$ cat src/rtl/exec_pkg.sv
// Shared encodings for the execute stage: func3 codes, FSM states, op-class priority.
package exec_pkg;

    localparam logic [2:0] F3_ADD  = 3'b000;
    localparam logic [2:0] F3_SLL  = 3'b001;
    localparam logic [2:0] F3_SLT  = 3'b010;
    localparam logic [2:0] F3_SLTU = 3'b011;
    localparam logic [2:0] F3_XOR  = 3'b100;
    localparam logic [2:0] F3_SR   = 3'b101;
    localparam logic [2:0] F3_OR   = 3'b110;
    localparam logic [2:0] F3_AND  = 3'b111;

    localparam logic [2:0] BR_BEQ  = 3'b000;
    localparam logic [2:0] BR_BNE  = 3'b001;
    localparam logic [2:0] BR_BLT  = 3'b100;
    localparam logic [2:0] BR_BGE  = 3'b101;
    localparam logic [2:0] BR_BLTU = 3'b110;
    localparam logic [2:0] BR_BGEU = 3'b111;

    localparam logic [2:0] MD_MUL    = 3'b000;
    localparam logic [2:0] MD_MULH   = 3'b001;
    localparam logic [2:0] MD_MULHSU = 3'b010;
    localparam logic [2:0] MD_MULHU  = 3'b011;
    localparam logic [2:0] MD_DIV    = 3'b100;
    localparam logic [2:0] MD_DIVU   = 3'b101;
    localparam logic [2:0] MD_REM    = 3'b110;
    localparam logic [2:0] MD_REMU   = 3'b111;

    typedef enum logic {IDLE, BUSY} state_e;

    typedef enum logic [2:0] {
        CLS_NOP, CLS_ALU, CLS_MULDIV, CLS_JUMP, CLS_BRANCH, CLS_LOAD, CLS_STORE
    } class_e;

    // Several decode flags may be set at once; the highest-priority class wins.
    function automatic class_e op_class(input logic st, input logic ld, input logic br,
                                        input logic jp, input logic md, input logic alu);
        if (st)       return CLS_STORE;
        else if (ld)  return CLS_LOAD;
        else if (br)  return CLS_BRANCH;
        else if (jp)  return CLS_JUMP;
        else if (md)  return CLS_MULDIV;
        else if (alu) return CLS_ALU;
        else          return CLS_NOP;
    endfunction

endpackage

$ cat src/rtl/exec_muldiv.sv
// Iterative shift-add multiplier / restoring divider, one bit per cycle.
// Latency: start cycle plus XLEN steps; done pulses on the final step with result valid.
// Backpressure: none; the caller only starts it when its output register is free.
module exec_muldiv
    import exec_pkg::*;
#(
    parameter int XLEN = 32
) (
    input  logic            clk,
    input  logic            reset_n,
    input  logic            start,
    input  logic [2:0]      func3,
    input  logic [XLEN-1:0] a,
    input  logic [XLEN-1:0] b,
    output logic            done,
    output logic [XLEN-1:0] result
);
    localparam int CW = $clog2(XLEN);

    logic              busy;
    logic [CW-1:0]     cnt;
    logic [2*XLEN-1:0] acc, acc_nxt, acc_mul, acc_div, prod;
    logic [XLEN-1:0]   opnd, a_abs, b_abs, div_val;
    logic [2:0]        f3_q;
    logic              neg_q, neg_d, a_sgn, b_sgn;
    logic [XLEN:0]     mul_sum, div_sh;
    logic [XLEN+1:0]   div_diff;
    logic              qbit;

    always_comb begin
        a_sgn = a[XLEN-1] & (func3 == MD_MULH || func3 == MD_MULHSU ||
                             func3 == MD_DIV  || func3 == MD_REM);
        b_sgn = b[XLEN-1] & (func3 == MD_MULH || func3 == MD_DIV || func3 == MD_REM);
        a_abs = a_sgn ? -a : a;
        b_abs = b_sgn ? -b : b;
        // Remainder takes the dividend's sign; a zero divisor keeps the all-ones quotient.
        if (!func3[2])     neg_d = a_sgn ^ b_sgn;
        else if (func3[1]) neg_d = a_sgn;
        else               neg_d = (a_sgn ^ b_sgn) & (b != '0);
    end

    always_comb begin
        mul_sum  = {1'b0, acc[2*XLEN-1:XLEN]} + (acc[0] ? {1'b0, opnd} : '0);
        acc_mul  = {mul_sum, acc[XLEN-1:1]};
        div_sh   = {acc[2*XLEN-1:XLEN], acc[XLEN-1]};
        div_diff = {1'b0, div_sh} - {2'b00, opnd};
        qbit     = ~div_diff[XLEN+1];
        acc_div  = {(qbit ? div_diff[XLEN-1:0] : div_sh[XLEN-1:0]), acc[XLEN-2:0], qbit};
        acc_nxt  = f3_q[2] ? acc_div : acc_mul;
        prod     = neg_q ? -acc_nxt : acc_nxt;
        div_val  = f3_q[1] ? acc_nxt[2*XLEN-1:XLEN] : acc_nxt[XLEN-1:0];
        if (f3_q[2])              result = neg_q ? -div_val : div_val;
        else if (f3_q == MD_MUL)  result = prod[XLEN-1:0];
        else                      result = prod[2*XLEN-1:XLEN];
    end

    assign done = busy & (cnt == CW'(XLEN-1));

    always_ff @(posedge clk or negedge reset_n) begin
        if (!reset_n) begin
            busy  <= 1'b0;
            cnt   <= '0;
            acc   <= '0;
            opnd  <= '0;
            f3_q  <= '0;
            neg_q <= 1'b0;
        end else if (start) begin
            busy  <= 1'b1;
            cnt   <= '0;
            acc   <= {{XLEN{1'b0}}, a_abs};
            opnd  <= b_abs;
            f3_q  <= func3;
            neg_q <= neg_d;
        end else if (busy) begin
            acc <= acc_nxt;
            cnt <= cnt + 1'b1;
            if (done) busy <= 1'b0;
        end
    end

endmodule

$ cat src/rtl/exec_unit_hs.sv
// Execute stage with valid/ready on both sides: ALU, AGU, branch/jump redirect, optional muldiv (EXEC_MULDIV_EN).
// Latency: 1 cycle; muldiv (when EXEC_MULDIV_EN defined) XLEN+1 cycles from accept.
// Backpressure: output registers hold while out_valid & !out_ready; in_ready only when idle and output free.
module exec_unit_hs
    import exec_pkg::*;
#(
    parameter int              XLEN     = 32,
    parameter logic [XLEN-1:0] RESET_PC = '0
) (
    input  logic            clk,
    input  logic            reset_n,
    input  logic            in_valid,
    output logic            in_ready,
    input  logic            is_store,
    input  logic            is_load,
    input  logic            is_branch,
    input  logic            is_jump,
    input  logic            is_reg,
    input  logic            is_alu,
    input  logic            is_muldiv,
    input  logic [XLEN-1:0] operand_a,
    input  logic [XLEN-1:0] operand_b,
    input  logic [XLEN-1:0] offset,
    input  logic [4:0]      dest_i,
    input  logic [2:0]      func3,
    input  logic            func7,
    input  logic [XLEN-1:0] curr_pc,
    output logic            out_valid,
    input  logic            out_ready,
    output logic [XLEN-1:0] result,
    output logic [4:0]      dest_o,
    output logic [XLEN-1:0] next_pc,
    output logic            redirect,
    output logic            misaligned,
    output logic            mem_re,
    output logic            mem_we,
    output logic [XLEN-1:0] mem_addr,
    output logic [XLEN-1:0] mem_wdata,
    output logic [2:0]      mem_size,
    output logic            illegal
);
    localparam int SHW = $clog2(XLEN);

    state_e          state_q, state_d;
    class_e          cls;
    logic            accept, load_ex, md_start, md_done;
    logic [XLEN-1:0] pc4, tgt, agu, jmp_pc, alu_res, md_result;
    logic [SHW-1:0]  shamt;
    logic            br_take, br_ill;
    logic            redirect_q, mem_re_q, mem_we_q;

    logic [XLEN-1:0] n_result, n_pc, n_addr, n_wdata;
    logic [4:0]      n_dest;
    logic            n_redir, n_mis, n_re, n_we, n_ill;

    assign cls      = op_class(is_store, is_load, is_branch, is_jump, is_muldiv, is_alu);
    assign in_ready = (state_q == IDLE) & (~out_valid | out_ready);
    assign accept   = in_valid & in_ready;
    assign pc4      = curr_pc + XLEN'(4);
    assign tgt      = curr_pc + offset;
    assign agu      = operand_a + offset;
    assign jmp_pc   = is_reg ? {agu[XLEN-1:1], 1'b0} : tgt;
    assign shamt    = operand_b[SHW-1:0];

    assign redirect = redirect_q & out_valid;
    assign mem_re   = mem_re_q & out_valid;
    assign mem_we   = mem_we_q & out_valid;

    always_comb begin
        case (func3)
            F3_ADD:  alu_res = func7 ? operand_a - operand_b : operand_a + operand_b;
            F3_SLL:  alu_res = operand_a << shamt;
            F3_SLT:  alu_res = {{(XLEN-1){1'b0}}, $signed(operand_a) < $signed(operand_b)};
            F3_SLTU: alu_res = {{(XLEN-1){1'b0}}, operand_a < operand_b};
            F3_XOR:  alu_res = operand_a ^ operand_b;
            F3_SR:   alu_res = func7 ? $unsigned($signed(operand_a) >>> shamt) : operand_a >> shamt;
            F3_OR:   alu_res = operand_a | operand_b;
            default: alu_res = operand_a & operand_b;
        endcase
    end

    always_comb begin
        br_take = 1'b0;
        br_ill  = 1'b0;
        case (func3)
            BR_BEQ:  br_take = operand_a == operand_b;
            BR_BNE:  br_take = operand_a != operand_b;
            BR_BLT:  br_take = $signed(operand_a) < $signed(operand_b);
            BR_BGE:  br_take = $signed(operand_a) >= $signed(operand_b);
            BR_BLTU: br_take = operand_a < operand_b;
            BR_BGEU: br_take = operand_a >= operand_b;
            default: br_ill  = 1'b1;
        endcase
    end

    always_comb begin
        n_result = '0;
        n_dest   = '0;
        n_pc     = pc4;
        n_redir  = 1'b0;
        n_mis    = 1'b0;
        n_re     = 1'b0;
        n_we     = 1'b0;
        n_addr   = '0;
        n_wdata  = '0;
        n_ill    = 1'b0;
        case (cls)
            CLS_STORE: begin
                n_we    = 1'b1;
                n_addr  = agu;
                n_wdata = operand_b;
            end
            CLS_LOAD: begin
                n_re   = 1'b1;
                n_addr = agu;
                n_dest = dest_i;
            end
            CLS_BRANCH: begin
                n_ill = br_ill;
                if (br_take && !br_ill) begin
                    n_redir = 1'b1;
                    n_pc    = tgt;
                    n_mis   = tgt[1];
                end
            end
            CLS_JUMP: begin
                n_result = pc4;
                n_redir  = 1'b1;
                n_pc     = jmp_pc;
                n_mis    = jmp_pc[1];
                // A misaligned target traps, so the link register must not be written.
                n_dest   = jmp_pc[1] ? 5'd0 : ((dest_i == 5'd0) ? 5'd1 : dest_i);
            end
            CLS_MULDIV: begin
`ifndef EXEC_MULDIV_EN
                n_ill = 1'b1;
`endif
            end
            CLS_ALU: begin
                n_result = alu_res;
                n_dest   = dest_i;
            end
            default: ;
        endcase
    end

`ifdef EXEC_MULDIV_EN
    logic [4:0]      md_dest;
    logic [XLEN-1:0] md_pc4;

    assign md_start = accept & (cls == CLS_MULDIV);
    assign load_ex  = accept & (cls != CLS_MULDIV);

    exec_muldiv #(.XLEN(XLEN)) u_muldiv (
        .clk     (clk),
        .reset_n (reset_n),
        .start   (md_start),
        .func3   (func3),
        .a       (operand_a),
        .b       (operand_b),
        .done    (md_done),
        .result  (md_result)
    );

    always_ff @(posedge clk or negedge reset_n) begin
        if (!reset_n) begin
            md_dest <= '0;
            md_pc4  <= '0;
        end else if (md_start) begin
            md_dest <= dest_i;
            md_pc4  <= pc4;
        end
    end
`else
    assign md_start  = 1'b0;
    assign md_done   = 1'b0;
    assign md_result = '0;
    assign load_ex   = accept;
`endif

    always_comb begin
        state_d = state_q;
        case (state_q)
            IDLE:    if (md_start) state_d = BUSY;
            BUSY:    if (md_done)  state_d = IDLE;
            default: state_d = IDLE;
        endcase
    end

    always_ff @(posedge clk or negedge reset_n) begin
        if (!reset_n) state_q <= IDLE;
        else          state_q <= state_d;
    end

    always_ff @(posedge clk or negedge reset_n) begin
        if (!reset_n) begin
            out_valid  <= 1'b0;
            result     <= '0;
            dest_o     <= '0;
            next_pc    <= RESET_PC;
            redirect_q <= 1'b0;
            misaligned <= 1'b0;
            mem_re_q   <= 1'b0;
            mem_we_q   <= 1'b0;
            mem_addr   <= '0;
            mem_wdata  <= '0;
            mem_size   <= '0;
            illegal    <= 1'b0;
        end else if (load_ex) begin
            out_valid  <= 1'b1;
            result     <= n_result;
            dest_o     <= n_dest;
            next_pc    <= n_pc;
            redirect_q <= n_redir;
            misaligned <= n_mis;
            mem_re_q   <= n_re;
            mem_we_q   <= n_we;
            mem_addr   <= n_addr;
            mem_wdata  <= n_wdata;
            mem_size   <= func3;
            illegal    <= n_ill;
        end else if (md_done && state_q == BUSY) begin
`ifdef EXEC_MULDIV_EN
            out_valid  <= 1'b1;
            result     <= md_result;
            dest_o     <= md_dest;
            next_pc    <= md_pc4;
            redirect_q <= 1'b0;
            misaligned <= 1'b0;
            mem_re_q   <= 1'b0;
            mem_we_q   <= 1'b0;
            mem_addr   <= '0;
            mem_wdata  <= '0;
            illegal    <= 1'b0;
`endif
        end else if (out_ready) begin
            out_valid <= 1'b0;
        end
    end

endmodule
$ cat config.mk
export PLATFORM = sky130hd
export DESIGN_NAME = exec_unit_hs
export DESIGN_NICKNAME = d
export VERILOG_FILES = /design/src/rtl/exec_pkg.sv /design/src/rtl/exec_muldiv.sv /design/src/rtl/exec_unit_hs.sv
export SDC_FILE = /design/constraint.sdc
export NUM_CORES = 1
export LEC_CHECK = 0
export ABC_AREA = 1
export CAP_MARGIN = 20
export CORE_UTILIZATION = 25
export CTS_CLUSTER_SIZE = 20
export DETAILED_ROUTE_END_ITERATION = 7
export PLACE_DENSITY = 0.41
export SETUP_SLACK_MARGIN = 0.05
export SLEW_MARGIN = 20
export SYNTH_ARGS = -nofsm -noshare
export SYNTH_HDL_FRONTEND = slang
export SYNTH_SLANG_ARGS = --single-unit
export TNS_END_PERCENT = 20
$ cat constraint.sdc
create_clock -name clk -period 2 [get_ports clk]
set_input_delay 0.2 -clock clk [delete_from_list [all_inputs] [get_ports clk]]
set_output_delay 0.2 -clock clk [all_outputs]
set_load 0.02 [all_outputs]
## Word-level counts from Yosys, hierarchy flattened

Cells that the tools add are included.

- Bits in registers: 143
- Output and inout bits: 143
- Word-level logic and storage cells: 88

- Add/sub/neg operators: 5
- Order comparisons: 4
- Eq/ne operators: 15
- Shift-type cells: 3
- Multiplexer cells: 30
- Bitwise logic cells: 11
- Reduce and logical (&&, ||, !) cells: 7

Operator list:

| operator | count |
|---|---|
| $pmux 32 s7 | 1 |
| $mux 32 | 6 |
| $pmux 32 s2 | 2 |
| $add 32x32->32 | 3 |
| $ge 32x32->1 | 2 |
| $lt 32x32->1 | 2 |
| $add 32x3->32 const B | 1 |
| $and 32x32->32 | 1 |
| $eq 32x32->1 | 1 |
| $ne 32x32->1 | 1 |
| $or 32x32->32 | 1 |
| $shl 32x5->32 | 1 |
| $shr 32x5->32 | 1 |
| $sshr 32x5->32 | 1 |
| $sub 32x32->32 | 1 |
| $xor 32x32->32 | 1 |
| $eq 3x3->1 const B | 7 |
| $eq 3x2->1 const B | 4 |
| $mux 5 | 2 |
| $pmux 5 s2 | 1 |
| $mux 3 | 3 |
| $mux 1 | 8 |
| $pmux 1 s2 | 4 |
| $eq 3x1->1 const B | 2 |
| 11 further kinds | 18 |

## Longest topological paths before layout

Gate-level depths: netlist of the first run.

- Depth after elaboration: 9
- Mapped depth: 25
- Depth with buffers taken out: 20

## Worst setup path after synthesis of the first run

OpenSTA, ideal clock, no wires.

- Path kind: input -> register
- From: input operand_b[2]
- To: register next_pc[1]
- Library setup time: 0.125 ns
- Arrival: 2.898 ns
- Setup slack: -1.023 ns
- Cell stages on the path: 23
- Cells stage by stage: clkbuf_1 -> inv_2 -> clkbuf_1 -> buf_1 -> ha_1 -> clkbuf_2 -> inv_1 -> nand3b_1 -> nand2_1 -> nand2_1 -> nand2_1 -> nand2_1 -> nand2_1 -> nand2_1 -> nand3_1 -> nand3_1 -> nand2_1 -> nand3_4 -> buf_6 -> nand3_1 -> o21ai_1 -> nand2_1 -> nand3_1

- Longest elaborated chain between the ends: 5
- Elaborated cells on any way between the ends: 10

Ends and longest elaborated chain:

| what | RTL line | source |
|---|---|---|
| from (decl) | exec_unit_hs.sv:22 | `input logic [XLEN-1:0] operand_b,` |
| $ge 32x32->1, or another cell as far along | exec_unit_hs.sv:91 | `BR_BGEU: br_take = operand_a >= operand_b;` |
| $pmux 1 s6 (*) | exec_unit_hs.sv:85 | `case (func3)` |
| $logic_and 1x1->1 (*) | exec_unit_hs.sv:120 | `if (br_take && !br_ill) begin` |
| $mux 32 (*) | exec_unit_hs.sv:120 |  |
| $pmux 32 s2 (*) | exec_unit_hs.sv:107 | `case (cls)` |
| to (signal assigned) | exec_unit_hs.sv:213 | `next_pc <= n_pc;` |
| to (decl) | exec_unit_hs.sv:32 | `output logic [XLEN-1:0] next_pc,` |

Mark *: on every way between the ends. The rest lies on a longest branch, timed or not.
A chain may end at the register's enable or synchronous reset.

## Worst setup path after layout of the first run

- From: input operand_a[5]
- To: register next_pc[30]

- Longest elaborated chain between the ends: 5
- Elaborated cells on any way between the ends: 12

Ends and longest elaborated chain:

| what | RTL line | source |
|---|---|---|
| from (decl) | exec_unit_hs.sv:21 | `input logic [XLEN-1:0] operand_a,` |
| $ge 32x32->1, or another cell as far along | exec_unit_hs.sv:91 |  |
| $pmux 1 s6 | exec_unit_hs.sv:85 |  |
| $logic_and 1x1->1 | exec_unit_hs.sv:120 |  |
| $mux 32 | exec_unit_hs.sv:120 |  |
| $pmux 32 s2 (*) | exec_unit_hs.sv:107 |  |

Marked as above.

==> metrics list, run 1 <==
- Of the available clock period, the critical path in the final layout requires 1.144.
- Antenna diodes: 0
- Post-synth EDFFs: 0
- Deepest clock path buffer count: 2
- Cell internal power dissipation: 10.43 mW
* Quantity of I/O buffers inserted on ports: 290
- Critical path class: input pin to flip-flop
* Class of the tightest hold or removal check: input pin to flip-flop
- Detailed placer's ending HPWL: 126300 um
- Post-Synthesis Cell Area: 0.02063 mm2
* Via count of the routed design: 30120
- Drc violations: 0
* Data required time at the worst endpoint: 2410 ps
- Once layout is complete, the utilization of the core stands at 0.4553.
- Starting Density: 0.2545
- Pre-Repair DR Iteration Count: 6
* DRC violation total after the first TritonRoute iteration: 2401
* Leakage Power: 18.13 nW
- Critical Path Fanout Max: 9
- Of the cells placed in the final design, the portion with a size suffix greater than 1 is 0.3831.
- Num ports: 291
- TritonCTS built the clock tree.
* Gate count after technology mapping: 3577
* Fraction of power consumed by sequential logic: 0.195
- Result of the run: finished, violations left
- First-pass GRT wire length: 207000 um
- Rel. slew slack: 0.4923
- Dividing total power by cell area gives a power density of 519.3 mW/mm2.
* Arr. time, crit path: roughly 2700 ps
* Area fraction in compound gates after synthesis: 0.2184
- Slew at the pin closest to its max-slew limit: 760.7 ps
* Sw frac: 0.4558
* Final Critical Period: 2288 ps
- By area, the combinational part of the netlist is dominated by simple AND/OR/NAND/NOR gates.
* Cell row count: 104
- Inserted Clock Buffers: 17
- Xor and xnor fraction of the mapped netlist area: 0.02547
- Worst reg2reg setup slack: 30 ps
- The worst setup path is launched from an input pin.
* Antenna-violating nets left: 0
* Leftover overflow at the end of global routing: 0
- CP Capture Type: flip-flop
- The congestion estimate from routability-driven global placement came to 1.018.
- Share of flip-flops with an asynchronous set or reset: 1.000
- The layout has 8748 filler cells.
* Adder and majority gate portion of the synthesized area: 0.1009
- Clock root cell: sky130_fd_sc_hd__clkbuf_16
* Growth of design area from synthesis to finish: 78.90%
- The number of pins with negative max-slew slack in the final report was 0.
* Source-to-sink clock delay at the later pin of the worst-skew pair: 520 ps
- The share of total power dissipated in combinational logic is 0.622.
* NetSw: 8.738 mW
- Number of antenna violations at the first check in global routing: 5
* Worst VDD drop: 0.6288 mV
- Most used DFF post-synth: sky130_fd_sc_hd__dfrtp_1
* Final layout net count: about 5200
- Count of maximum capacitance violations: 0
* CTS H-tree depth: 4
- The floorplan step set the die width to 289.3 um.
* Clock network fraction of design power: 0.183
- When the netlist entered floorplanning its net count stood at 3889.
- Overall global routing resource usage: 0.3476
- The total count of hold-check failures in the final report is 0.
- The core region is 0.08107 mm2.
- Synthesized area per cell: 5.768 um2
- Min setup slack post-route: -288.4 ps
- Clock tree skew after final layout: about 11 ps
- In this run, distinct cell masters in the synthesized netlist total 55.
- Share of the yosys chip area belonging to registers: 0.1722
- FF+latch count, synth: roughly 140
- CTS saw roughly 140 sinks.
* Number of global-route vias before repair: 29730
- For this block, the routed nets add up to 148500 um of wire.
- After clock tree synthesis, the clock-pin slew on the worst setup and hold paths is around 70 ps.
* Largest net degree at the start of global routing: 59
* Detailed-route wire length per cell: 24.73 um
* Violations in the final reports: setup timing
- Setup-violating endpoint count in the final report: 67
- Post-synthesis share of cell area spent on and, or, nand and nor gates: 0.3682
- The portion of synthesized area spent on multiplexers is 0.006306.
- Y dimension of the die: between 200 and 300 um
* Die outline area: ~0.084 mm2
- Fmax achieved: 437.0 MHz
* Unrepaired setup endpoints after global routing: true
* Number of warnings printed during yosys synthesis: 0
- Average via count per standard cell: 5.015
- The design draws 19.17 mW.
-- critical path, cell delays in order --
cell                              delay [ps]
sky130_fd_sc_hd__clkdlybuf4s15_2         210
sky130_fd_sc_hd__inv_4                   120
sky130_fd_sc_hd__ha_4                    220
sky130_fd_sc_hd__inv_2                    80
sky130_fd_sc_hd__nand2_4                  60
sky130_fd_sc_hd__nor2_4                  140
sky130_fd_sc_hd__nand4_1                 200
sky130_fd_sc_hd__or2_4                   310
sky130_fd_sc_hd__o21ai_4                 160
sky130_fd_sc_hd__buf_6                   120
sky130_fd_sc_hd__nand3_4                  70
sky130_fd_sc_hd__nor2_4                  260
sky130_fd_sc_hd__clkbuf_16               220
sky130_fd_sc_hd__nand3_1                  70
sky130_fd_sc_hd__nand3_1                  80
sky130_fd_sc_hd__nand3_1                  70
sky130_fd_sc_hd__nand2_1                  60
sky130_fd_sc_hd__inv_1                    30
-- layout make-up --
type	instances	area, um2	share of cell area
Timing Repair Buffer	1491	12360	0.3349
Tap cell	1060	1326	0.03593
Sequential cell	142	3553	0.09626
Clock buffer	18	439.2	0.01190
Inverter	418	1644	0.04454
Clock inverter	14	162.7	0.004406
Multi-Input combinational cell	2863	17420	0.4720
-- routing by layer --
metal | share of wire | global-route usage
met1 | 0.44 | 0.4585
met2 | 0.46 | 0.5723
met3 | 0.051 | 0.03717
met4 | 0.047 | 0.1475
met5 | 0 | 0
-- cell families (layout without fill, tap and decap cells) --
family          count (synthesis)  in the layout
flops                         142            142
buf+inv                       572           1941
simple gates                 1813           1813
xor+xnor                       60             60
compound gates                813            813
fa+ha+maj                     164            164
mux                            13             13
-- cell usage in the layout (no fill, tap or decap), types with 27 or more instances in the layout --
master	count
sky130_fd_sc_hd__buf_4	1118
sky130_fd_sc_hd__nand2_1	899
sky130_fd_sc_hd__inv_1	330
sky130_fd_sc_hd__nor2_1	301
sky130_fd_sc_hd__o21ai_0	265
sky130_fd_sc_hd__nand3_1	218
sky130_fd_sc_hd__a21oi_1	191
sky130_fd_sc_hd__clkdlybuf4s50_1	187
sky130_fd_sc_hd__dfrtp_1	142
sky130_fd_sc_hd__ha_1	86
sky130_fd_sc_hd__a21oi_2	85
sky130_fd_sc_hd__nand2_2	80
sky130_fd_sc_hd__o21ai_1	76
sky130_fd_sc_hd__nand3_2	65
sky130_fd_sc_hd__ha_4	60
sky130_fd_sc_hd__inv_2	58
sky130_fd_sc_hd__buf_6	52
sky130_fd_sc_hd__nor3_1	45
sky130_fd_sc_hd__o211ai_1	41
sky130_fd_sc_hd__nor2_2	39
sky130_fd_sc_hd__or2_2	33
sky130_fd_sc_hd__xor2_1	33
sky130_fd_sc_hd__buf_2	33
sky130_fd_sc_hd__buf_12	29
sky130_fd_sc_hd__nor2_4	28
sky130_fd_sc_hd__nand4_1	27
-- stage by stage --
stage,instance area (um2),cells,hold WS (ps),setup WS [ps],TNS [ps]
floorplan,20790,3577,-95.59,-502.1,-23640
global placement,33050,5904,150.9,-1527,-119560
detailed placement,33050,5904,143.8,-1569,-121140
CTS,35340,5979,120.4,-287.6,-9690
global route,36910,6006,105.8,-401.1,-18670
finish,36910,6006,103.1,-288.4,-11350
-- cells in the mapped netlist (7+ instances only) --
master	count	area, um2
sky130_fd_sc_hd__nand2_1	993	3727
sky130_fd_sc_hd__inv_1	406	1524
sky130_fd_sc_hd__o21ai_0	355	1777
sky130_fd_sc_hd__nor2_1	354	1329
sky130_fd_sc_hd__nand3_1	290	1451
sky130_fd_sc_hd__a21oi_1	285	1426
sky130_fd_sc_hd__ha_1	160	2002
sky130_fd_sc_hd__dfrtp_1	142	3553
sky130_fd_sc_hd__clkbuf_1	106	397.9
sky130_fd_sc_hd__nor3_1	60	300.3
sky130_fd_sc_hd__o211ai_1	41	307.8
sky130_fd_sc_hd__xor2_1	34	297.8
sky130_fd_sc_hd__or2_2	33	206.5
sky130_fd_sc_hd__nand4_1	27	168.9
sky130_fd_sc_hd__xnor2_1	26	227.7
sky130_fd_sc_hd__buf_2	20	100.1
sky130_fd_sc_hd__o21bai_1	19	142.6
sky130_fd_sc_hd__a211oi_1	18	135.1
sky130_fd_sc_hd__buf_1	17	63.81
sky130_fd_sc_hd__a31oi_1	14	87.58
sky130_fd_sc_hd__o21a_1	14	105.1
sky130_fd_sc_hd__mux2i_1	13	130.1
sky130_fd_sc_hd__nor4_1	13	81.33
sky130_fd_sc_hd__a21boi_0	11	82.58
sky130_fd_sc_hd__a21o_1	11	82.58
sky130_fd_sc_hd__nand3b_1	10	75.07
sky130_fd_sc_hd__inv_2	9	33.78
sky130_fd_sc_hd__nor2_2	9	56.30
sky130_fd_sc_hd__buf_6	8	90.09
sky130_fd_sc_hd__a22o_1	7	61.31
sky130_fd_sc_hd__o221ai_1	7	61.31
-- flip-flops by register name (all words and copies together), names as in the netlist --
register,count
dest_o,5
illegal,1
mem_addr,32
mem_re_q,1
mem_size,3
mem_wdata,32
mem_we_q,1
misaligned,1
next_pc,32
out_valid,1
redirect_q,1
result,32
-- worst paths after layout --
check,from,to,cells after the start
setup / recovery,operand_a[5],next_pc[30]$_DFFE_PN0P_,18
hold / removal,operand_a[0],mem_addr[0]$_DFFE_PN0P_,3
setup reg to reg,out_valid$_DFFE_PN0P_,mem_addr[25]$_DFFE_PN0P_,8
hold reg to reg,misaligned$_DFFE_PN0P_,misaligned$_DFFE_PN0P_,2
max in group asynchronous,reset_n,mem_wdata[9]$_DFFE_PN0P_,3
min in group asynchronous,reset_n,next_pc[25]$_DFFE_PN0P_,2
-- power by group through the flow --
stage	combinational (mW)	sequential, mW	clock, mW
2_1_floorplan	3.69	4.11	0
3_3_place_gp	10.6	3.78	0
3_5_place_dp	10.6	3.76	0
4_1_cts	11.2	3.73	3.57
5_1_grt	12.6	3.75	3.66
6_report	11.9	3.73	3.50
-- repair_timing --
| action | CTS | global route |
|---|---|---|
| endpoints found under the hold margin | 77 | 0 |
| gates cloned | 2 | 2 |
| pin swaps | 59 | 100 |
| setup endpoints to repair | 98 | 95 |
| gates resized for setup | 620 | 413 |
| setup buffers | 40 | 25 |
| hold buffers | 1 | 0 |
Note: power is estimated with default switching activity, not from simulation.
==> run 2, diff against run 1 <==
--- a/config.mk
+++ b/config.mk
@@ -10,7 +10,7 @@
 export CORE_UTILIZATION = 25
 export CTS_CLUSTER_SIZE = 20
 export DETAILED_ROUTE_END_ITERATION = 7
-export PLACE_DENSITY = 0.41
+export PLACE_DENSITY = 0.42
 export SETUP_SLACK_MARGIN = 0.05
 export SLEW_MARGIN = 20
 export SYNTH_ARGS = -nofsm -noshare
==> constraint.sdc (replaced) <==
create_clock -name clk -period 1.9 [get_ports clk]
set_input_delay 0.19 -clock clk [delete_from_list [all_inputs] [get_ports clk]]
set_output_delay 0.19 -clock clk [all_outputs]
set_load 0.02 [all_outputs]
==> metrics list, run 2 (synthesis gave the netlist of run 1 again) <==
- Result of the run: finished, violations left
- The checks that failed: setup timing.
- The HPWL after detailed placement is ~130000 um.
- Leakage Power: 18.84 nW
- The completed layout was analyzed and its total power is 20.84 mW.
- Min setup slack post-route: -469.2 ps
- Dividing total power by cell area gives a power density of between 500 and 600 mW/mm2.
* Endpoint of the worst setup timing path: next_pc[20]$_DFFE_PN0P_
* Worst-case reg-to-reg path depth: 11
- The tool flagged a number of max-cap violations equal to 0.
- Fmax achieved: 422.1 MHz
- The total area inside the core boundary comes to just over 0.08 mm2.
- Fin Setup TNS: -21590 ps
- Once layout is complete, the utilization of the core stands at 0.4747.
- Cell-by-cell trace of the critical path: buf_8 -> clkinvlp_4 -> buf_6 -> ha_4 -> buf_6 -> nor2_4 -> buf_6 -> nand4_1 -> or2_4 -> o21ai_4 -> nand2_2 -> nor2_4 -> nand3_4 -> buf_12 -> buf_12 -> buf_16 -> o21ai_2 -> nand3_2 -> a21oi_2
- Slew at the pin closest to its max-slew limit: between 600 and 700 ps
* Number of global-route vias before repair: slightly above 30000
- The library cell used most frequently in the layout, excluding fill and tap cells, is sky130_fd_sc_hd__buf_4.
- Cell depth of the worst setup path: 19
* Routed Wire Length: 150300 um
* Via count of the routed design: roughly 31000
- Clock root cell: sky130_fd_sc_hd__clkbuf_16
- STA classifies the critical path startpoint as an input pin.
- The critical path in this run is classified as input pin to flip-flop.
* Arr. time, crit path: 2790 ps
- VDD sags by at most 0.7608 mV.
* Die outline area: 0.08369 mm2
- Buffers placed on the I/O ports in this run total 290.
- Timing startpoint of the critical path: operand_a[1]
- Setup violations remaining at the end of the flow were counted as a little over 80.
- Setup repair after global routing could not meet its margin everywhere.
- Of the cells placed in the final design, the portion with a size suffix greater than 1 is 0.4191.
* Num ports: 291
- Source-to-sink clock delay at the later pin of the worst-skew pair: 510 ps
* Starting Density: 0.2545
* R2r endpoint: next_pc[28]$_DFFE_PN0P_
- The H-tree was split into 4 levels.
- Detailed-route wire length per cell: approximately 25 um
- Compared with the post-synthesis result, the final layout area differs by 86.51%.
- Final clock period utilization by the worst path: 1.247
* Max Slew Vio Count: 0
- Leaving out fill and tap cells, the most frequent cells in the layout are 1167 x sky130_fd_sc_hd__buf_4, 850 x sky130_fd_sc_hd__nand2_1, 328 x sky130_fd_sc_hd__inv_1, 290 x sky130_fd_sc_hd__nor2_1, 236 x sky130_fd_sc_hd__o21ai_0.
- First-pass GRT wire length: 209500 um
- After detailed routing, the number of remaining DRC violations is 0.
- Average via count per standard cell: 5.068
* Cell row count: 104
* Sum of buffers and inverters on the critical path: 8
* Inserted Clock Buffers: 17
- Master of the slowest instance on the critical path: sky130_fd_sc_hd__or2_4
* Class of the tightest hold or removal check: input pin to flip-flop
- Horizontal die dimension: 289.3 um
- Data required time at the worst endpoint: 2320 ps
* Clock tree sinks: 142
- Cell repeated most along the worst path: sky130_fd_sc_hd__buf_6
- TritonCTS built the clock tree.
* Maximum single-stage delay on the critical path: 320 ps
- CP Capture Type: flip-flop
- Antenna-violating nets left: 0
* Final Critical Period: about 2400 ps
* Routability-driven placement congestion ratio: between 1 and 1.5
- Measured along the y axis, the die boundary spans 289.3 um.
* Kind of cell with the highest combined delay on the critical path: buffers and inverters
- Count of endpoints failing hold in the final timing report: 0
- Entering global routing, the biggest net connects 52 pins.
* Number of antenna violations at the first check in global routing: 5
* Rel. slew slack: 0.5784
- Leftover overflow at the end of global routing: 0
- The clock passes through at most 2 buffers.
* Clock-pin transition on the worst setup and hold timing paths: ~70 ps
* Pre-Repair DR Iteration Count: 6
- DRC violation total after the first TritonRoute iteration: 2419
- The clock arrives with 13.05 ps of skew.
* Worst reg2reg setup slack: 140 ps
- Critical Path Fanout Max: 4
* Overall global routing resource usage: 0.3503
- Timing analysis after detailed placement gives a worst setup slack of -1775 ps.
- Final layout net count: 5317
- Critical register-to-register path startpoint: out_valid$_DFFE_PN0P_
## run 2: cell types whose count changed in the layout (fill, tap and decap cells not counted), sizes merged, moves of 5 or more
cell | previous run | this run
clkdlybuf4s50 | 187 | 173
clkinv | 5 | 10
inv | 423 | 417
clkdlybuf4s15 | 10 | 15
dlygate4sd2 | 24 | 31
buf | 1237 | 1302
## run 2: worst min path at each step
stage                  from                        end  slack (ps)  depth (start not counted)
6_report       operand_a[0]    mem_addr[0]$_DFFE_PN0P_         110                          3
5_1_grt        operand_a[0]    mem_addr[0]$_DFFE_PN0P_         110                          3
4_1_cts        operand_a[0]    mem_addr[0]$_DFFE_PN0P_          90                          3
3_5_place_dp        reset_n  mem_wdata[26]$_DFFE_PN0P_         160                          1
3_3_place_gp        reset_n  mem_wdata[26]$_DFFE_PN0P_         170                          1
2_1_floorplan       reset_n      dest_o[0]$_DFFE_PN0P_        -110                          0
## run 2: worst min-delay path, delay by kind of cell
kind,cells,cell delay (ps)
buffers and inverters,1,100
adders and majority gates,1,150
AOI/OAI and AO/OA,1,120
## run 2: power by group
group          total (mW)  internal (mW)  switching [mW]
Sequential           3.93           3.48           0.451
Clock                3.68           1.79            1.89
Combinational        13.2           5.96            7.27
## run 2: repair_timing
action                                  CTS  global route
gates resized for setup                 762           534
hold buffers                              1             0
cloned                                    8             1
setup buffers                            65            42
endpoints found under the hold margin    36             0
pin swaps                               115           162
endpoints found under the setup margin  108           115
## run 2: metal layers
layer	vias to the layer above	track usage	part of all wire
met1	14810	0.4579	0.43
met5	-	0	0.000087
met3	239	0.04882	0.059
li1	14680	-	-
met4	2	0.1386	0.048
met2	1087	0.5780	0.46
## run 2: stage by stage
stage	instances	cell area [um2]	hold slack (ps)
2_1_floorplan	3577	20790	-105.6
3_3_place_gp	5940	33330	170.1
3_5_place_dp	5940	33330	159.7
4_1_cts	6046	36660	85.20
5_1_grt	6078	38480	114.8
6_report	6081	38480	112.2
## run 2: final cells by class
class	instances	area [um2]
tap	1060	1326
inverter	418	1645
antenna	3	7.507
timing repair buffer	1562	13110
clock inverter	15	192.7
fill	8554	42580
sequential	142	3556
multi-input combinational	2864	18220
clock buffer	17	425.4
==> run 3, diff against run 2 <==
--- a/config.mk
+++ b/config.mk
@@ -10,7 +10,7 @@
 export CORE_UTILIZATION = 25
 export CTS_CLUSTER_SIZE = 20
 export DETAILED_ROUTE_END_ITERATION = 7
-export PLACE_DENSITY = 0.42
+export PLACE_DENSITY = 0.41
 export SETUP_SLACK_MARGIN = 0.05
 export SLEW_MARGIN = 20
 export SYNTH_ARGS = -nofsm -noshare
==> constraint.sdc (replaced) <==
create_clock -name clk -period 3 [get_ports clk]
set_input_delay 0.3 -clock clk [delete_from_list [all_inputs] [get_ports clk]]
set_output_delay 0.3 -clock clk [all_outputs]
set_load 0.02 [all_outputs]
==> metrics list, run 3 (synthesis gave the netlist of run 1 again) <==
- Result of the run: finished, final reports clean
- Area of the core region: 0.08107 mm2
* Cell repeated most along the worst path: sky130_fd_sc_hd__nand2_1
- The first detailed-routing pass ran for 5 iterations.
- Across the routed clock network, the largest skew measured is 16.29 ps.
* Final Critical Period: 2860 ps
- Worst reg2reg setup slack: approximately 810 ps
* Overall global routing resource usage: 0.3332
- Power spread over the standard cell area amounts to 363.5 mW/mm2.
- The number of antenna violations at the first check in global routing was 3.
* Die outline area: 0.08369 mm2
- Non-filler cells, final: 5783
- Dividing the detail-routed wire length by the instance count gives 24.44 um.
* Worst-case reg-to-reg path depth: 8
- The total count of hold-check failures in the final report came to 0.
- Of the cells placed in the final design, the portion with a size suffix greater than 1 is 0.2560.
- Worst Setup Slack post-DPL: -678.2 ps
- Counting tap cells, the placed design contains a total of 5740 instances.
* Routed Wire Length: 141300 um
* Max Slew Vio Count: 0
* Leakage Power: 16.62 nW
- STA puts the critical path data required time at between 3000 and 4000 ps.
- Routability-driven placement congestion ratio: 1.026
* CTS H-tree depth: 4
* Commonest non-fill, non-tap cell in the layout: sky130_fd_sc_hd__nand2_1
- Critical path class: input pin to flip-flop
- Fmax achieved: 349.6 MHz
- Master of the slowest instance on the critical path: sky130_fd_sc_hd__clkdlybuf4s50_1
* Startpoint type of the worst setup path: input pin
- The clock reaches the later pin of the worst-skew pair after 500 ps.
- Drc violations: 0
- The worst hold path begins at operand_b[17].
- Sum of buffers and inverters on the critical path: 5
* Leftover overflow at the end of global routing: 0
- Horizontal die dimension: 289.3 um
- The die is between 200 and 300 um tall.
- After legalization and detailed placement, the total HPWL measured 119700 um.
* Maximum single-stage delay on the critical path: approximately 420 ps
- Highest-count cells in the layout ignoring fill and taps: 972 x sky130_fd_sc_hd__nand2_1, 953 x sky130_fd_sc_hd__buf_4, 379 x sky130_fd_sc_hd__inv_1, 341 x sky130_fd_sc_hd__nor2_1, 341 x sky130_fd_sc_hd__o21ai_0
* Antenna diodes: 0
- For the worst setup path, the data arrival time is between 3000 and 4000 ps.
- At the end of the flow, the number of nets in the layout was 5023.
- Num ports: 291
* Kind of cell with the highest combined delay on the critical path: compound AO/OA/AOI/OAI gates
* Class of the tightest hold or removal check: input pin to flip-flop
* Largest net degree at the start of global routing: 81
* Clock-pin transition on the worst setup and hold timing paths: 90 ps
- Worst VDD drop: ~0.47 mV
* Via count of the routed design: a little under 30000
- Buffers inserted during clock tree synthesis total 17.
* Cell-by-cell trace of the critical path: clkdlybuf4s50_1 -> buf_4 -> buf_4 -> nand2_1 -> o21ai_0 -> nand2_1 -> nand2_1 -> nand2_1 -> o21ai_0 -> a21oi_1 -> o211ai_1 -> buf_4 -> a21oi_1 -> o21ai_1 -> buf_4 -> nand2_1 -> a21oi_1
- Final clock period utilization by the worst path: 0.9534
* Setup-violating endpoint count in the final report: 0
* Count of maximum capacitance violations: 0
- Tracing the worst setup path back leads to its startpoint at operand_a[26].
- The worst pin sits at a relative slew slack of 0.4333.
- Antenna-violating nets left: 0
* Filler cells: 9020
* DRC violation total after the first TritonRoute iteration: 2597
- Slew at the pin closest to its max-slew limit: between 800 and 900 ps
- Worst hold slack across all endpoints: 336.6 ps
- Min setup slack post-route: around 140 ps
* Critical Path Fanout Max: 4
* Number of global-route vias before repair: 28590
- Clock root cell: sky130_fd_sc_hd__clkbuf_16
- Relative to the synthesized area, the layout overhead comes to 60.12%.
- The worst register-to-register path begins at out_valid$_DFFE_PN0P_.
* R2r endpoint: mem_addr[25]$_DFFE_PN0P_
* Worst hold path cell count: 4
- The first global-routing pass estimated 198900 um of wire.
- Deepest clock path buffer count: 2
* Cell row count: around 100
- CTS tree: yes
- Unrepaired setup endpoints after global routing: false
* Clock tree sinks: 142
- Quantity of I/O buffers inserted on ports: 290
- Worst-case hold path end point: mem_wdata[17]$_DFFE_PN0P_
- Starting Density: 0.2545
- STA classifies the critical path endpoint as a flip-flop.
- Average via count per standard cell: 5.079
- Share of the core filled with cells: 0.4075
==> run 3: cell count changes in the layout (fill, tap and decap cells not counted), sizes merged, moves of 2 or more <==
cell | previous run | this run
diode | 3 | 0
dlygate4sd2 | 31 | 0
inv | 417 | 421
clkbuf | 35 | 21
bufinv | 0 | 2
clkinvlp | 6 | 1
buf | 1302 | 980
clkinv | 10 | 7
clkdlybuf4s50 | 173 | 264
clkdlybuf4s15 | 15 | 0
==> run 3: worst max-delay path by stage <==
stage / to / slack [ps] / cells after the start
6_report: result[25]$_DFFE_PN0P_ / 140 / 17
5_1_grt: next_pc[29]$_DFFE_PN0P_ / 40 / 19
4_1_cts: result[17]$_DFFE_PN0P_ / 2 / 16
3_5_place_dp: result[18]$_DFFE_PN0P_ / -680 / 19
3_3_place_gp: result[25]$_DFFE_PN0P_ / -640 / 17
2_1_floorplan: next_pc[1]$_DFFE_PN0P_ / 80 / 23
==> run 3: metrics by stage <==
stage / power (mW) / TNS, ps / cell area [um2]
floorplan: 5.176 / 0 / 20640
global placement: 9.328 / -33500 / 31680
detailed placement: 9.288 / -33660 / 31680
CTS: 11.81 / 0 / 32350
global route: 12.55 / 0 / 33040
finish: 12.01 / 0 / 33040
==> run 3: worst min-delay path, delay by kind of cell <==
kind / cells / cell delay (ps)
buffers and inverters: 3 / 430
AO/OA/AOI/OAI: 1 / 70
==> run 3: area by class of cell <==
type | instances | area (um2) | share of cell area
Tap cell | 1060 | 1326 | 0.04014
Inverter | 418 | 1575 | 0.04768
Timing Repair Buffer | 1269 | 10580 | 0.3203
Sequential cell | 142 | 3553 | 0.1076
Multi-Input combinational cell | 2863 | 15410 | 0.4664
Clock buffer | 18 | 439.2 | 0.01329
Clock inverter | 13 | 153.9 | 0.004658
==> run 3: what timing repair did <==
| action | in CTS | in global routing |
|---|---|---|
| pin swaps | 1 | 12 |
| gates cloned | 0 | 3 |
| endpoints found under the hold margin | 62 | 0 |
| resized for setup | 16 | 169 |
| hold buffers | 1 | 0 |
| buffers inserted | 3 | 5 |
| endpoints found under the setup margin | 39 | 64 |
==> run 3: per-layer routing <==
layer,track usage,part of all wire,vias up
li1,-,-,14060
met1,0.4417,0.43,14040
met2,0.5510,0.46,1090
met3,0.03110,0.058,186
met4,0.1376,0.043,2
met5,0,0.000092,-
==> run 3: power breakdown <==
| group | total (mW) | leakage [nW] | switching (mW) | internal (mW) |
|---|---|---|---|---|
| registers | 2.47 | 1.75 | 0.263 | 2.20 |
| logic | 7.07 | 14.6 | 3.99 | 3.08 |
| clock network | 2.48 | 0.295 | 1.21 | 1.26 |
| total | 12.0 | 16.6 | 5.46 | 6.55 |
